$ cat config.mk
export PLATFORM = sky130hd
export DESIGN_NAME = muldiv_sequencer
export DESIGN_NICKNAME = d
export VERILOG_FILES = /design/src/rtl/muldiv_sequencer.sv
export SDC_FILE = /design/constraint.sdc
export NUM_CORES = 1
export LEC_CHECK = 0
export BUFFER_PORTS_ARGS = -buffer_cell sky130_fd_sc_hd__buf_2
export CORE_ASPECT_RATIO = 0.6
export CORE_MARGIN = 2
export CORE_UTILIZATION = 35
export CTS_BUF_LIST = sky130_fd_sc_hd__clkbuf_16
export CTS_CLUSTER_SIZE = 12
export DETAILED_ROUTE_END_ITERATION = 12
export GPL_ROUTABILITY_DRIVEN = 0
export HOLD_SLACK_MARGIN = 0.12
export PLACE_DENSITY = 0.55
export RECOVER_POWER = 25
export SLEW_MARGIN = 25
export SYNTH_ARGS = -nofsm -noshare
export SYNTH_HDL_FRONTEND = slang
export SYNTH_SLANG_ARGS = --single-unit
$ cat constraint.sdc
create_clock -name clk -period 7 [get_ports clk]
set_clock_uncertainty 0.2 [all_clocks]
set_input_delay 1.4 -clock clk [delete_from_list [all_inputs] [get_ports clk]]
set_output_delay 1.4 -clock clk [all_outputs]
set_load 0.01 [all_outputs]
$ cat src/rtl/muldiv_sequencer.sv
// muldiv_sequencer: iterative RV32M multiply/divide unit sitting beside the execute-stage ALU.
// Latency: WIDTH cycles from the accepting edge to the done pulse (1 cycle for trivial ops with MULDIV_FAST_PATH_EN).
// Backpressure: stall holds the pipeline while an op is being accepted or computed; start during CALC is ignored.
// Ports: clk, reset (async, active-high); start/funct3/op_a/op_b in;
//        stall (combinational), busy/done/result (registered) out.
// Config: MULDIV_FAST_PATH_EN retires divide-by-zero, signed overflow and zero-operand multiplies from IDLE.
module muldiv_sequencer #(
    parameter int WIDTH = 32
) (
    input  logic             clk,
    input  logic             reset,
    input  logic             start,
    input  logic [2:0]       funct3,
    input  logic [WIDTH-1:0] op_a,
    input  logic [WIDTH-1:0] op_b,
    output logic             stall,
    output logic             busy,
    output logic             done,
    output logic [WIDTH-1:0] result
);
    localparam int CW = $clog2(WIDTH);

    typedef enum logic {IDLE, CALC} state_t;

    state_t               state, state_nxt;
    logic [CW-1:0]        count;
    logic [2*WIDTH-1:0]   acc;         // multiply: {hi, multiplier}; divide: {rem, quot}
    logic [WIDTH-1:0]     divisor;     // |op_b|: multiplicand or divisor
    logic [2:0]           op_q;
    logic                 neg_q;
    logic                 spec_q;
    logic [WIDTH-1:0]     spec_val_q;

    // Decode of the incoming instruction (only meaningful in IDLE).
    logic             in_div, a_signed, b_signed, sign_a, sign_b, in_neg;
    logic             div_zero, sgn_ovf, in_special, fast_take;
    logic [WIDTH-1:0] abs_a, abs_b, special_value;

    assign in_div   = funct3[2];
    assign a_signed = (funct3 == 3'b001) || (funct3 == 3'b010) || (funct3 == 3'b100) || (funct3 == 3'b110);
    assign b_signed = (funct3 == 3'b001) || (funct3 == 3'b100) || (funct3 == 3'b110);
    assign sign_a   = a_signed && op_a[WIDTH-1];
    assign sign_b   = b_signed && op_b[WIDTH-1];
    assign abs_a    = sign_a ? -op_a : op_a;
    assign abs_b    = sign_b ? -op_b : op_b;
    // Remainders take the dividend's sign; everything else the product/quotient sign.
    assign in_neg   = (in_div && funct3[1]) ? sign_a : (sign_a ^ sign_b);

    assign div_zero   = in_div && (op_b == '0);
    assign sgn_ovf    = in_div && !funct3[0] && (op_a == {1'b1, {(WIDTH-1){1'b0}}}) && (&op_b);
    assign in_special = div_zero || sgn_ovf;

    always_comb begin
        special_value = '0;
        if (div_zero)
            special_value = funct3[1] ? op_a : '1;
        else if (sgn_ovf)
            special_value = funct3[1] ? '0 : op_a;
    end

`ifdef MULDIV_FAST_PATH_EN
    assign fast_take = in_special || (!in_div && ((op_a == '0) || (op_b == '0)));
`else
    assign fast_take = 1'b0;
`endif

    // One radix-2 step. The multiplier sits in the low half of acc, so the
    // product is formed as |op_a| * |op_b| (commutative, same result).
    logic [WIDTH:0]       mul_sum;
    logic [2*WIDTH-1:0]   mul_next;
    logic [WIDTH:0]       rem_sh;
    logic [WIDTH-1:0]     rem_sub;
    logic                 q_bit;
    logic [2*WIDTH-1:0]   div_next;
    logic [2*WIDTH-1:0]   acc_next;

    assign mul_sum  = {1'b0, acc[2*WIDTH-1:WIDTH]} + (acc[0] ? {1'b0, divisor} : '0);
    assign mul_next = {mul_sum, acc[WIDTH-1:1]};
    // Shifted remainder needs one extra bit; the difference always fits in WIDTH.
    assign rem_sh   = acc[2*WIDTH-1:WIDTH-1];
    assign q_bit    = (rem_sh >= {1'b0, divisor});
    assign rem_sub  = rem_sh[WIDTH-1:0] - divisor;
    assign div_next = {(q_bit ? rem_sub : rem_sh[WIDTH-1:0]), acc[WIDTH-2:0], q_bit};
    assign acc_next = op_q[2] ? div_next : mul_next;

    // Final value, computed from the last iteration on the completion edge.
    logic [2*WIDTH-1:0] prod_fin;
    logic [WIDTH-1:0]   quot_fin, rem_fin, final_value;

    always_comb begin
        prod_fin    = neg_q ? -mul_next : mul_next;
        quot_fin    = neg_q ? -div_next[WIDTH-1:0] : div_next[WIDTH-1:0];
        rem_fin     = neg_q ? -div_next[2*WIDTH-1:WIDTH] : div_next[2*WIDTH-1:WIDTH];
        final_value = '0;
        case (op_q)
            3'b000:                 final_value = prod_fin[WIDTH-1:0];
            3'b001, 3'b010, 3'b011: final_value = prod_fin[2*WIDTH-1:WIDTH];
            3'b100, 3'b101:         final_value = quot_fin;
            default:                final_value = rem_fin;
        endcase
        if (spec_q)
            final_value = spec_val_q;
    end

    always_comb begin
        state_nxt = state;
        stall     = 1'b0;
        case (state)
            IDLE: begin
                stall = start;
                if (start && !fast_take)
                    state_nxt = CALC;
            end
            CALC: begin
                stall = 1'b1;
                if (count == '0)
                    state_nxt = IDLE;
            end
            default: state_nxt = IDLE;
        endcase
    end

    assign busy = (state == CALC);

    always_ff @(posedge clk or posedge reset) begin
        if (reset)
            state <= IDLE;
        else
            state <= state_nxt;
    end

    always_ff @(posedge clk or posedge reset) begin
        if (reset) begin
            count      <= '0;
            acc        <= '0;
            divisor    <= '0;
            op_q       <= '0;
            neg_q      <= 1'b0;
            spec_q     <= 1'b0;
            spec_val_q <= '0;
            done       <= 1'b0;
            result     <= '0;
        end else begin
            done <= 1'b0;
            if (state == IDLE) begin
                if (start) begin
                    if (fast_take) begin
                        result <= in_special ? special_value : '0;
                        done   <= 1'b1;
                    end else begin
                        op_q       <= funct3;
                        neg_q      <= in_neg;
                        spec_q     <= in_special;
                        spec_val_q <= special_value;
                        divisor    <= abs_b;
                        acc        <= {{WIDTH{1'b0}}, abs_a};
                        count      <= CW'(WIDTH - 1);
                    end
                end
            end else begin
                acc <= acc_next;
                if (count == '0) begin
                    result <= final_value;
                    done   <= 1'b1;
                end else begin
                    count <= count - CW'(1);
                end
            end
        end
    end
endmodule
==> impl_metrics.py <==
metrics = {
    "timing": {
        "fin_setup_tns_ns": 0,
        "rsz0062_at_grt": "no",
        "tightestPinTransition_ns": 3.37,
        "period_minus_slack_ns": 5.81,
        "hold_viol_final": 0,
        "fin_crit_sh_pct": 83.0,
        "slew_headroom_pct": -126,
        "holdWs_ns": 0.278,
        "fmax_mhz": 172,
        "drv_slew": 69,
        "finalSetupViolations": 0,
    },
    "clocking": {
        "clkTransAtPathRegs_ns": 0.08,
        "cts.sink_count": 172,
        "hold_buffers": 0,
        "cts_root_buffer": "clkbuf_16",
        "numCtsBuffers": 17,
        "cts_resized": 0,
        "cts_buffer_depth": 2,
        "cts_tree": "built",
        "h-tree-depth": 4,
        "clkLatencyLatePin_ns": 0.48,
        "cts_setup_buffers": 0,
    },
    "routing": {
        "ant_nets": 0,
        "vias_per_cell": 6.07,
        "drt_iter0_markers": 2398,
        "drt_pass1_iterations": 6,
        "drc": 0,
        "wire_per_inst_um": 23.5,
        "wl_um": 69000,
        "vias": 17846,
    },
    "yosys": {
        "synth_simple_gate_area_share_pct": 22.4,
        "seq_area_frac_synth_pct": 24.7,
        "synth_top_family_by_area": "compound AO/OA/AOI/OAI gates",
        "synth_cell_types": 112,
        "synthAdderAreaFrac_pct": 5.39,
        "synth_nets": 2440,
        "yosys.area.top_type": "dfrtp_1",
        "ys_seq_elements": 172,
        "ys_warn_count": 0,
        "synth_top_cell_area_share_pct": 24.7,
        "synthCells": 2296,
        "syn-mean-instance-area_sq_um": 7.60,
        "ys_async_sr_fraction_pct": 100,
        "synthFlopType": "dfrtp_1",
        "synth_compound_area_share_pct": 26.6,
        "synthMuxAreaShare_pct": 4.12,
        "synth_edf_count": 0,
        "synth_area_leaders": "dfrtp_1 (25%), nand2_1 (6.2%), a21oi_1 (5.7%)",
        "synthXorXnorAreaFrac_pct": 11.0,
        "synth_area_sq_um": 17500,
    },
    "critical_path": {
        "r2r_setup_slack_ns": 1.19,
        "crit_path_max_incr_delay_ns": 0.80,
        "worst_setup_path_start_kind": "flop",
        "endpoint_kind": "flop",
        "crit_fanout": 19,
        "criticalPathCategory": "flop to flop",
        "crit_chain": "inv_1 > ha_1 > nand4_1 > nor2_1 > nand4_1 > a31o_4 > o21ai_4 > nor2_1 > a21oi_1 > inv_1 > ha_1 > nand2_1 > nand2_1 > xnor2_1 > a211oi_1 > a21oi_1 > o21ai_0",
        "crit_arrival_ns": 5.92,
        "crit_slowest_cell": "a21oi_1",
        "required_ns": 7.12,
    },
    "die": {
        "core-area_sq_um": 49300,
        "num_io_pins": 105,
        "rows": 63,
        "die_area_sq_um": 51700,
        "start_util_pct": 35.4,
        "chipWidth_um": 292,
        "die_h_um": 177,
    },
    "finish": {
        "nNetsFinal": 2423,
        "final_common_cell": "nand2_1",
        "n_fill_cell": 5231,
        "final_layout_size_suffix_gt1_share_pct": 10.2,
        "syn_to_final_growth_pct": 8.48,
        "most-common-layout-cells": "nand2_1 (287), nor2_1 (238), a21oi_1 (200)",
    },
    "global_route": {
        "antenna_found_initial": 1,
        "grt_max_degree": 105,
        "grt.total_usage_pct": 26.2,
        "overflow": 0,
        "grt_pass1_wl_um": 103000,
        "grt_pass1_vias": 16169,
    },
    "run_status": {
        "violations": "max-capacitance violations, max-slew violations",
        "status": "finished with violations",
    },
    "place": {
        "dp_hpwl_um": 54500,
        "io_buffer_count": 104,
    },
    "run": {
        "drv_cap": 1,
    },
    "min_path": {
        "hold_class": "flop to flop",
    },
}
[cells in the mapped netlist, types with 6 or more instances]
| master | count |
|---|---|
| nor2_1 | 239 |
| a22oi_1 | 6 |
| o21ai_0 | 184 |
| buf_1 | 15 |
| xnor2_1 | 112 |
| or3_1 | 25 |
| o21bai_1 | 8 |
| nand3b_1 | 6 |
| clkbuf_1 | 113 |
| nor3_1 | 49 |
| nand2b_1 | 22 |
| ha_1 | 72 |
| nand2_1 | 287 |
| mux2i_1 | 64 |
| inv_1 | 80 |
| o211ai_1 | 14 |
| nand4_1 | 29 |
| a211oi_1 | 17 |
| and3_1 | 27 |
| o21a_1 | 13 |
| o31ai_1 | 77 |
| nor4_1 | 14 |
| or4_1 | 9 |
| a21o_1 | 18 |
| a31oi_1 | 12 |
| nand3_1 | 26 |
| dfrtp_1 | 172 |
| and2_1 | 12 |
| buf_4 | 6 |
| a221oi_1 | 16 |
| o221ai_1 | 20 |
| o21ai_1 | 8 |
| a22o_1 | 32 |
| mux2_2 | 7 |
| buf_2 | 26 |
| a21oi_1 | 200 |
| o41ai_1 | 7 |
| and4_1 | 9 |
| xor2_1 | 103 |
[logic make-up (layout without fill, tap and decap cells)]
family / Yosys count / after routing
other: 0 / 1
xor gates and xnor gates: 217 / 217
adders and majority gates: 74 / 74
and+or+nand+nor: 811 / 811
buffers and inverters: 247 / 242
AOI/OAI and AO/OA: 704 / 704
DFF: 172 / 172
muxes: 71 / 71
[flip-flops by register name, summed over array words and instances, names as in the netlist]
signal	count
busy	1
count	5
spec_q	1
op_q	3
result	32
spec_val_q	32
divisor	32
acc	64
neg_q	1
done	1
[area by class of cell]
type                            instances  area (sq um)  share of cell area (%)
Timing Repair Buffer                  128           713                    3.77
Sequential cell                       172          4310                    22.8
Clock inverter                         14           203                    1.07
Tap cell                              650           813                    4.29
Antenna cell                            1          2.50                  0.0132
Multi-Input combinational cell       1877         12200                    64.2
Inverter                               83           313                    1.65
Clock buffer                           17           425                    2.25
[worst max-delay path: cells and delay by family, from the launching register on]
kind	cells	cell delay (ns)
buffers and inverters	2	0.23
AOI/OAI and AO/OA	6	2.46
DFF	1	0.37
adders and majority gates	2	0.78
and+or+nand+nor	6	1.39
xor gates and xnor gates	1	0.22
[final timing paths]
check / start / to / cells after the start
min reg2reg: spec_val_q[29]$_DFFE_PP0P_ / spec_val_q[29]$_DFFE_PP0P_ / 2
max reg2reg: divisor[21]$_DFFE_PP0P_ / result[4]$_DFFE_PP0P_ / 17
max in group asynchronous: reset / neg_q$_DFFE_PP0P_ / 2
max: divisor[21]$_DFFE_PP0P_ / result[4]$_DFFE_PP0P_ / 17
min in group asynchronous: reset / acc[4]$_DFFE_PP0P_ / 2
min: spec_val_q[29]$_DFFE_PP0P_ / spec_val_q[29]$_DFFE_PP0P_ / 2
[layer usage]
| metal | share of wire [%] | routed length, um | global-route usage, % |
|---|---|---|---|
| met5 | 0 | 0 | 0 |
| met1 | 50 | 34200 | 41.4 |
| met2 | 35 | 24400 | 31.5 |
| met3 | 14 | 9900 | 11.6 |
| met4 | 0.72 | 497 | 3.91 |
[through the flow]
step	utilization [%]	instance area, sq um	worst slack, ns	std cells
4_1_cts	38.4	18900	1.66	2941
6_report	38.4	18900	1.19	2942
2_1_floorplan	-	17500	0.740	2296
3_3_place_gp	37.1	18300	1.44	2910
3_5_place_dp	37.1	18300	1.67	2910
5_1_grt	38.4	18900	1.22	2941
Power is left out: the tool's default activity adds up to more than one toggle a clock period on the data nets, which glitch-free logic cannot reach.
